==> config.mk <==
export PLATFORM = sky130hd
export DESIGN_NAME = hazard_ctrl_flat
export DESIGN_NICKNAME = d
export VERILOG_FILES = /design/src/rtl/hazard_if.sv /design/src/rtl/hazard_ctrl.sv /design/src/flat_wrapper.sv
export SDC_FILE = /design/constraint.sdc
export NUM_CORES = 1
export LEC_CHECK = 0
export BUFFER_PORTS_ARGS = -buffer_cell sky130_fd_sc_hd__buf_2
export CAP_MARGIN = 20
export CORE_MARGIN = 2
export CORE_UTILIZATION = 55
export CTS_BUF_LIST = sky130_fd_sc_hd__clkbuf_4 sky130_fd_sc_hd__clkbuf_8
export CTS_CLUSTER_DIAMETER = 120
export CTS_CLUSTER_SIZE = 40
export DETAILED_ROUTE_END_ITERATION = 10
export GPL_TIMING_DRIVEN = 0
export PLACE_DENSITY = 0.87
export SLEW_MARGIN = 5
export SYNTH_ARGS = -nofsm -noshare
export SYNTH_HDL_FRONTEND = slang
export SYNTH_SLANG_ARGS = --single-unit
==> constraint.sdc <==
create_clock -name clk -period 2.6 [get_ports clk]
set_input_delay 0.39 -clock clk [delete_from_list [all_inputs] [get_ports clk]]
set_output_delay 0.39 -clock clk [all_outputs]
set_load 0.005 [all_outputs]
==> src/rtl/hazard_if.sv <==
// rtl/hazard_if.sv - decode/execute/memory hazard signals shared by the pipeline and hazard_ctrl
interface hazard_if;
  logic [4:0]  a1_d;
  logic [4:0]  a2_d;
  logic [2:0]  tuse_rs_d;
  logic [2:0]  tuse_rt_d;
  logic [4:0]  a3_e;
  logic [4:0]  a3_m;
  logic        regwrite_e;
  logic        regwrite_m;
  logic [2:0]  tnew_e;
  logic [2:0]  tnew_m;
  logic        md_use_d;
  logic        md_start_e;
  logic        md_is_div_e;
  logic        excp_m;
  logic        eret_m;
  logic        stall;
  logic        flush_e;
  logic        flush_all;
  logic        md_busy;
  logic [31:0] stall_cycles;

  modport master (
    output a1_d, a2_d, tuse_rs_d, tuse_rt_d, a3_e, a3_m, regwrite_e, regwrite_m,
           tnew_e, tnew_m, md_use_d, md_start_e, md_is_div_e, excp_m, eret_m,
    input  stall, flush_e, flush_all, md_busy, stall_cycles
  );

  modport slave (
    input  a1_d, a2_d, tuse_rs_d, tuse_rt_d, a3_e, a3_m, regwrite_e, regwrite_m,
           tnew_e, tnew_m, md_use_d, md_start_e, md_is_div_e, excp_m, eret_m,
    output stall, flush_e, flush_all, md_busy, stall_cycles
  );
endinterface

==> src/rtl/hazard_ctrl.sv <==
// rtl/hazard_ctrl.sv - decode/execute hazard sequencer: Tuse/Tnew stalls, HI/LO busy FSM, flushes, stall counter
module hazard_ctrl #(
  parameter int          MULT_CYCLES    = 5,
  parameter int          DIV_CYCLES     = 10,
  parameter logic [2:0]  TUSE_NONE      = 3'd7,
  parameter logic [31:0] STALL_CNT_INIT = 32'd0
) (
  input  logic   clk,
  input  logic   reset,
  hazard_if.slave hz
);

  typedef enum logic [1:0] {IDLE, MUL_BUSY, DIV_BUSY} state_t;

  localparam logic [3:0] MUL_LOAD = 4'(MULT_CYCLES - 2);
  localparam logic [3:0] DIV_LOAD = 4'(DIV_CYCLES - 2);

  state_t      state;
  logic [3:0]  md_cnt;
  logic [31:0] stall_cnt;
  logic        hz_rs, hz_rt, flush_all, md_busy, stall;

  assign hz_rs = (hz.tuse_rs_d != TUSE_NONE) && (hz.a1_d != 5'd0) &&
                 ((hz.regwrite_e && hz.a3_e == hz.a1_d && hz.tnew_e > hz.tuse_rs_d) ||
                  (hz.regwrite_m && hz.a3_m == hz.a1_d && hz.tnew_m > hz.tuse_rs_d));

  assign hz_rt = (hz.tuse_rt_d != TUSE_NONE) && (hz.a2_d != 5'd0) &&
                 ((hz.regwrite_e && hz.a3_e == hz.a2_d && hz.tnew_e > hz.tuse_rt_d) ||
                  (hz.regwrite_m && hz.a3_m == hz.a2_d && hz.tnew_m > hz.tuse_rt_d));

  // Everything is quiet during reset except flush_e, which keeps a bubble in ID/EX.
  assign flush_all = !reset && (hz.excp_m || hz.eret_m);
  assign md_busy   = !reset && ((state != IDLE) || (hz.md_start_e && !flush_all));
  assign stall     = !reset && !flush_all && (hz_rs || hz_rt || (hz.md_use_d && md_busy));

  assign hz.flush_all    = flush_all;
  assign hz.md_busy      = md_busy;
  assign hz.stall        = stall;
  assign hz.flush_e      = reset || stall || flush_all;
  assign hz.stall_cycles = stall_cnt;

  // A start squashed by a same-cycle flush never enters BUSY; a running op is never aborted.
  always_ff @(posedge clk) begin
    if (reset) begin
      state  <= IDLE;
      md_cnt <= 4'd0;
    end else begin
      case (state)
        IDLE: begin
          if (hz.md_start_e && !flush_all) begin
            state  <= hz.md_is_div_e ? DIV_BUSY : MUL_BUSY;
            md_cnt <= hz.md_is_div_e ? DIV_LOAD : MUL_LOAD;
          end
        end
        MUL_BUSY, DIV_BUSY: begin
          if (md_cnt == 4'd0) state <= IDLE;
          else                md_cnt <= md_cnt - 4'd1;
        end
        default: begin
          state  <= IDLE;
          md_cnt <= 4'd0;
        end
      endcase
    end
  end

  always_ff @(posedge clk) begin
    if (reset)                                   stall_cnt <= STALL_CNT_INIT;
    else if (stall && stall_cnt != 32'hFFFF_FFFF) stall_cnt <= stall_cnt + 32'd1;
  end

endmodule

==> src/flat_wrapper.sv <==
// flat-port wrapper written by rule: the top's interface ports become plain ports
module hazard_ctrl_flat 
#(
  parameter int          MULT_CYCLES    = 5,
  parameter int          DIV_CYCLES     = 10,
  parameter logic [2:0]  TUSE_NONE      = 3'd7,
  parameter logic [31:0] STALL_CNT_INIT = 32'd0
)
  (clk, reset, hz_a1_d, hz_a2_d, hz_tuse_rs_d, hz_tuse_rt_d, hz_a3_e, hz_a3_m, hz_regwrite_e, hz_regwrite_m, hz_tnew_e, hz_tnew_m, hz_md_use_d, hz_md_start_e, hz_md_is_div_e, hz_excp_m, hz_eret_m, hz_stall, hz_flush_e, hz_flush_all, hz_md_busy, hz_stall_cycles);
  hazard_if hz_i ();
  input  logic clk;
  input  logic reset;
  input wire logic [$bits(hz_i.a1_d)-1:0] hz_a1_d;
  input wire logic [$bits(hz_i.a2_d)-1:0] hz_a2_d;
  input wire logic [$bits(hz_i.tuse_rs_d)-1:0] hz_tuse_rs_d;
  input wire logic [$bits(hz_i.tuse_rt_d)-1:0] hz_tuse_rt_d;
  input wire logic [$bits(hz_i.a3_e)-1:0] hz_a3_e;
  input wire logic [$bits(hz_i.a3_m)-1:0] hz_a3_m;
  input wire logic [$bits(hz_i.regwrite_e)-1:0] hz_regwrite_e;
  input wire logic [$bits(hz_i.regwrite_m)-1:0] hz_regwrite_m;
  input wire logic [$bits(hz_i.tnew_e)-1:0] hz_tnew_e;
  input wire logic [$bits(hz_i.tnew_m)-1:0] hz_tnew_m;
  input wire logic [$bits(hz_i.md_use_d)-1:0] hz_md_use_d;
  input wire logic [$bits(hz_i.md_start_e)-1:0] hz_md_start_e;
  input wire logic [$bits(hz_i.md_is_div_e)-1:0] hz_md_is_div_e;
  input wire logic [$bits(hz_i.excp_m)-1:0] hz_excp_m;
  input wire logic [$bits(hz_i.eret_m)-1:0] hz_eret_m;
  output wire logic [$bits(hz_i.stall)-1:0] hz_stall;
  output wire logic [$bits(hz_i.flush_e)-1:0] hz_flush_e;
  output wire logic [$bits(hz_i.flush_all)-1:0] hz_flush_all;
  output wire logic [$bits(hz_i.md_busy)-1:0] hz_md_busy;
  output wire logic [$bits(hz_i.stall_cycles)-1:0] hz_stall_cycles;
  assign hz_i.a1_d = hz_a1_d;
  assign hz_i.a2_d = hz_a2_d;
  assign hz_i.tuse_rs_d = hz_tuse_rs_d;
  assign hz_i.tuse_rt_d = hz_tuse_rt_d;
  assign hz_i.a3_e = hz_a3_e;
  assign hz_i.a3_m = hz_a3_m;
  assign hz_i.regwrite_e = hz_regwrite_e;
  assign hz_i.regwrite_m = hz_regwrite_m;
  assign hz_i.tnew_e = hz_tnew_e;
  assign hz_i.tnew_m = hz_tnew_m;
  assign hz_i.md_use_d = hz_md_use_d;
  assign hz_i.md_start_e = hz_md_start_e;
  assign hz_i.md_is_div_e = hz_md_is_div_e;
  assign hz_i.excp_m = hz_excp_m;
  assign hz_i.eret_m = hz_eret_m;
  assign hz_stall = hz_i.stall;
  assign hz_flush_e = hz_i.flush_e;
  assign hz_flush_all = hz_i.flush_all;
  assign hz_md_busy = hz_i.md_busy;
  assign hz_stall_cycles = hz_i.stall_cycles;
  hazard_ctrl #(.MULT_CYCLES(MULT_CYCLES), .DIV_CYCLES(DIV_CYCLES), .TUSE_NONE(TUSE_NONE), .STALL_CNT_INIT(STALL_CNT_INIT)) u_core (.clk(clk), .reset(reset), .hz(hz_i));
endmodule
# == Yosys cells after proc, flatten, opt, wreduce, memory -nomap -nowiden ==
# Index checks and enable logic that the tools add are counted.
# op_classes
add_sub_neg,2
magnitude_cmp,4
eq_ne,12
muxes,8
reduce_logical,37
# op_table
op,n
$add A32 B1 Y32 const B,1
$ne A32 B32 Y1 const B,1
$eq A5 B5 Y1,4
$logic_and A1 B1 Y1,19
$gt A3 B3 Y1,4
$mux W4,3
$reduce_bool A5 Y1,2
$logic_or A1 B1 Y1,8
$pmux W4 S2,1
$mux W2,3
$ne A3 B3 Y1 const B,2
$logic_not A4 Y1,1
$ne A2 B1 Y1 const B,2
$pmux W2 S2,1
$reduce_and A2 Y1,2
$sub A4 B1 Y4 const B,1
$eq A2 B1 Y1 const B,1
$eq A2 B2 Y1 const B,1
$logic_not A1 Y1,2
$logic_not A2 Y1,1
$ne A2 B2 Y1 const B,1
$reduce_bool A2 Y1,1
$reduce_or A2 Y1,1
# totals
regBits,38
input_bits,41
word_cells,66

# == Logic depth before layout (Yosys ltp) ==
# depth
ltp_word,11
depth_mapped,11

# == Worst setup path before layout ==
# OpenSTA, ideal clock, no wires.
# synth_timing
path_kind,input-to-output
from,in hz_tuse_rt_d[1]
to,out hz_flush_e
arrival_time_ns,2.090
slack_ns,0.120
cell_stages,10
cell_sequence,inv_1 -> ha_1 -> nor2b_1 -> o21a_1 -> o211ai_1 -> a21oi_2 -> nor4_4 -> buf_4 -> buf_2 -> nand2_1
# synth_via
elab_chain_cells,9
# synth_lines
element,line,rtl
from (decl),flat_wrapper.sv:16,input wire logic [$bits(hz_i.tuse_rt_d)-1:0] hz_tuse_rt_d;
"$gt A3 B3 Y1, on equally long branches","hazard_ctrl.sv:28, hazard_ctrl.sv:29",
"$logic_and A1 B1 Y1, on equally long branches","hazard_ctrl.sv:28, hazard_ctrl.sv:29",
$logic_or A1 B1 Y1,hazard_ctrl.sv:28,((hz.regwrite_e && hz.a3_e == hz.a2_d && hz.tnew_e > hz.tuse_rt_d) ||
$logic_and A1 B1 Y1 (*),hazard_ctrl.sv:27,assign hz_rt = (hz.tuse_rt_d != TUSE_NONE) && (hz.a2_d != 5'd0) &&
$logic_or A1 B1 Y1 (*) (2 in series),hazard_ctrl.sv:34,assign stall = !reset && !flush_all && (hz_rs || hz_rt || (hz.md_use_d && md_busy));
$logic_and A1 B1 Y1 (*),hazard_ctrl.sv:34,
$logic_or A1 B1 Y1 (*) (2 in series),hazard_ctrl.sv:39,assign hz.flush_e = reset || stall || flush_all;
to (decl),flat_wrapper.sv:29,output wire logic [$bits(hz_i.flush_e)-1:0] hz_flush_e;
# Mark *: on every way between the ends. The rest lies on a longest branch, timed or not.

# == Worst setup path after layout ==
# layout_timing
from,"reg u_core.stall_cnt[2], in the netlist u_core.hz.stall_cycles[2]"
to,"reg u_core.stall_cnt[17], in the netlist u_core.hz.stall_cycles[17]"
# layout_via
elab_chain_cells,2
# layout_lines
element,line,rtl
from (decl),hazard_ctrl.sv:20,logic [31:0] stall_cnt;
from (signal assigned),hazard_ctrl.sv:69,else if (stall && stall_cnt != 32'hFFFF_FFFF) stall_cnt <= stall_cnt + 32'd1;
"parallel branches: the longest is 2 deep, another holds $add A32 B1 Y32",n/a,
# Parallel ways; which one is timed is not known.
# A chain may end at the register's enable or synchronous reset.

==> impl_metrics.json <==
{
  "p_total_mw": 1.57,
  "ant_nets": 0,
  "power_leakage_nw": 1.42,
  "cts_tree": "built",
  "nets": 493,
  "postCtsHoldBufs": 0,
  "overflow": 0,
  "hold_viol": 0,
  "drive_gt1_share_pct": 30.0,
  "via_count": 3134,
  "start_util_pct": 56.4,
  "placedInstanceArea_sq_um": 3310,
  "irDropWorstVdd_mv": 0.239,
  "period_minus_slack_ns": 2.49,
  "cts.sinks": 38,
  "worst_slew_pin_slew_ns": 0.682,
  "async_reset_ff_share_pct": 0,
  "grt_pass1_vias": 2982,
  "outcome": "complete, no violations",
  "synthFlopType": "dfxtp_1",
  "yosysSeqAreaShare_pct": 26.7,
  "synth-seq-cells": 38,
  "crit_slowest_cell": "nor3_1",
  "post-route-period-util_pct": 95.9,
  "path_cells": "and4_1, nand3_2, or2_1, clkbuf_1, nor3_1, nor4_1, mux2_2",
  "insertion_delay_ns": 0.30,
  "relSlewSlack_pct": 54.2,
  "io_pins": 77,
  "rsz0062_at_grt": "true",
  "r2r_end": "u_core.hz.stall_cycles[17]",
  "min_delay_path_depth": 5,
  "post_layout_nonfiller_instances": 506,
  "powerDensity_nw_per_um2": 449,
  "n_antenna_cell": 0,
  "dp_cells": 493,
  "dr.first_iter.drc_count": 344,
  "crit_cells": 7,
  "rows": 26,
  "postSynthAreaPerCell_sq_um": 8.17,
  "crit_start": "u_core.hz.stall_cycles[2]",
  "postSynthCellCount": 348,
  "yosysTopAreaCellShare_pct": 26.7,
  "dieHeight_um": 75.9,
  "finalSetupViolations": 0,
  "fin_area_sq_um": 3500,
  "syn_nets": 406,
  "yosysTopAreaCell": "dfxtp_1",
  "die_x_um": 75.9,
  "clkTransAtPathRegs_ns": 0.08,
  "path_buf_inv": 1,
  "grt_usage_pct": 28.0,
  "path_class": "flip-flop to flip-flop",
  "reg2reg_depth": 7,
  "drt-total-wl_um": 8270,
  "final_max_slew_viol_count": 0,
  "crit_family": "simple AND/OR/NAND/NOR gates",
  "cp-endpoint": "u_core.hz.stall_cycles[17]",
  "gp_congestion": 0.887,
  "clockBufferDepth": 2,
  "routedWlPerCell_um": 16.3,
  "dieArea_sq_um": 5760,
  "worstPathMaxFanout": 7,
  "fin_skew_ns": 0.00976,
  "area_growth_pct": 23.1,
  "arrival_ns": 2.69,
  "crit_required_ns": 2.79,
  "cp-end-kind": "flip-flop",
  "port_buffers": 75,
  "fmax_mhz": 401,
  "dp_hpwl_um": 5880,
  "dr.pass1.iters": 5,
  "critical-path-max-stage-delay_ns": 0.60,
  "yosysUniqueCellTypes": 54,
  "final_core_util_pct": 69.4,
  "synth_edf_count": 0,
  "syn_area_sq_um": 2840,
  "via_per_inst": 6.19,
  "hold_path_class": "primary input to flip-flop",
  "rrSetupSlack_ns": 0.11,
  "cap_violations": 0,
  "synth_top_cells_by_count": "38 x dfxtp_1, 28 x nor2_1, 23 x a21oi_1, 23 x nand2_1",
  "cts_root_buf": "clkbuf_8",
  "grt_pass1_wl_um": 13400,
  "core_sq_um": 5040,
  "antenna_found_initial": 0,
  "synth_warnings": 0,
  "cts_max_level": 2,
  "netlist_top_cells_area": "dfxtp_1 27%, ha_1 7.5%, xnor2_1 4.9%",
  "reg2reg_from": "u_core.hz.stall_cycles[2]",
  "drc": 0,
  "grt_max_degree": 12,
  "numCtsBuffers": 5,
  "synth.most_common_cell": "dfxtp_1",
  "startpoint_type": "flip-flop"
}
-- worst register-to-register path, delay by kind of cell (launching register included) --
kind | cells | cell delay [ns]
multiplexers | 1 | 0.30
flip-flops | 1 | 0.42
buffers and inverters | 1 | 0.19
AND/OR/NAND/NOR | 5 | 1.48
-- report_power, final --
part | internal [mW] | leakage (nW) | switching [mW]
clock | 0.308 | 0.0593 | 0.226
combinational | 0.180 | 1.06 | 0.236
sequential | 0.603 | 0.308 | 0.0185
total | 1.09 | 1.42 | 0.481
-- worst min-delay path by stage --
stage                     startpoint                to
global placement    u_core.md_cnt[3]  u_core.md_cnt[3]
finish                hz_md_is_div_e   u_core.state[1]
detailed placement  u_core.md_cnt[3]  u_core.md_cnt[3]
floorplan           u_core.md_cnt[3]  u_core.md_cnt[3]
CTS                   hz_md_is_div_e   u_core.state[1]
global route          hz_md_is_div_e   u_core.state[1]
-- repair_timing --
item	4_1_cts	5_1_grt
pin swaps	2	4
resized for setup	1	7
buffers inserted	5	0
endpoints found under the setup margin	4	21
-- routing by layer --
layer  track usage [%]  up-vias  wire [um]
met4              11.1        0        240
met2              49.9      184       4150
met5                 0        -          0
met3              6.31       29        683
li1                  -     1458          -
met1              32.5     1463       3200
-- layout make-up --
type,count,area (sq um)
Timing Repair Buffer,81,418
Multi-Input combinational cell,278,1970
Inverter,17,63.8
Tap cell,70,87.6
Clock inverter,1,30.0
Fill cell,396,1540
Clock buffer,7,83.8
Sequential cell,38,763
Buffer,14,86.3
-- flip-flops by register name, summed over array words and instances (netlist names) --
name                    count
u_core.md_cnt               4
u_core.state                2
u_core.hz.stall_cycles     32
-- metrics by stage --
stage	TNS, ns	hold slack [ns]	setup WS [ns]
5_1_grt	-0.00428	0.524	-0.00428
2_1_floorplan	0	0.457	0.120
3_3_place_gp	-4.40	0.472	-0.433
3_5_place_dp	-6.23	0.490	-0.474
4_1_cts	0	0.482	0.0759
6_report	0	0.484	0.107
-- layout by cell type (no fill, tap or decap), types with 8 or more instances in the layout --
master / n
buf_2: 78
dfxtp_1: 36
nor2_1: 28
nand2_1: 23
a21oi_1: 23
nand3_1: 17
inv_1: 16
xnor2_1: 16
ha_1: 15
nor2b_1: 14
or4_1: 14
nand4_1: 14
mux2_2: 12
o31ai_1: 8
o21ai_0: 8
-- cells by family after synthesis --
| family | Yosys count | synth area share [%] |
|---|---|---|
| and+or+nand+nor | 162 | 32.8 |
| AOI/OAI and AO/OA | 62 | 14.8 |
| DFF | 38 | 26.7 |
| buffers and inverters | 32 | 5.32 |
| xor gates and xnor gates | 21 | 6.47 |
| adders and majority gates | 17 | 7.48 |
| muxes | 16 | 6.34 |
No activity file was read; power rests on OpenSTA's default activity.
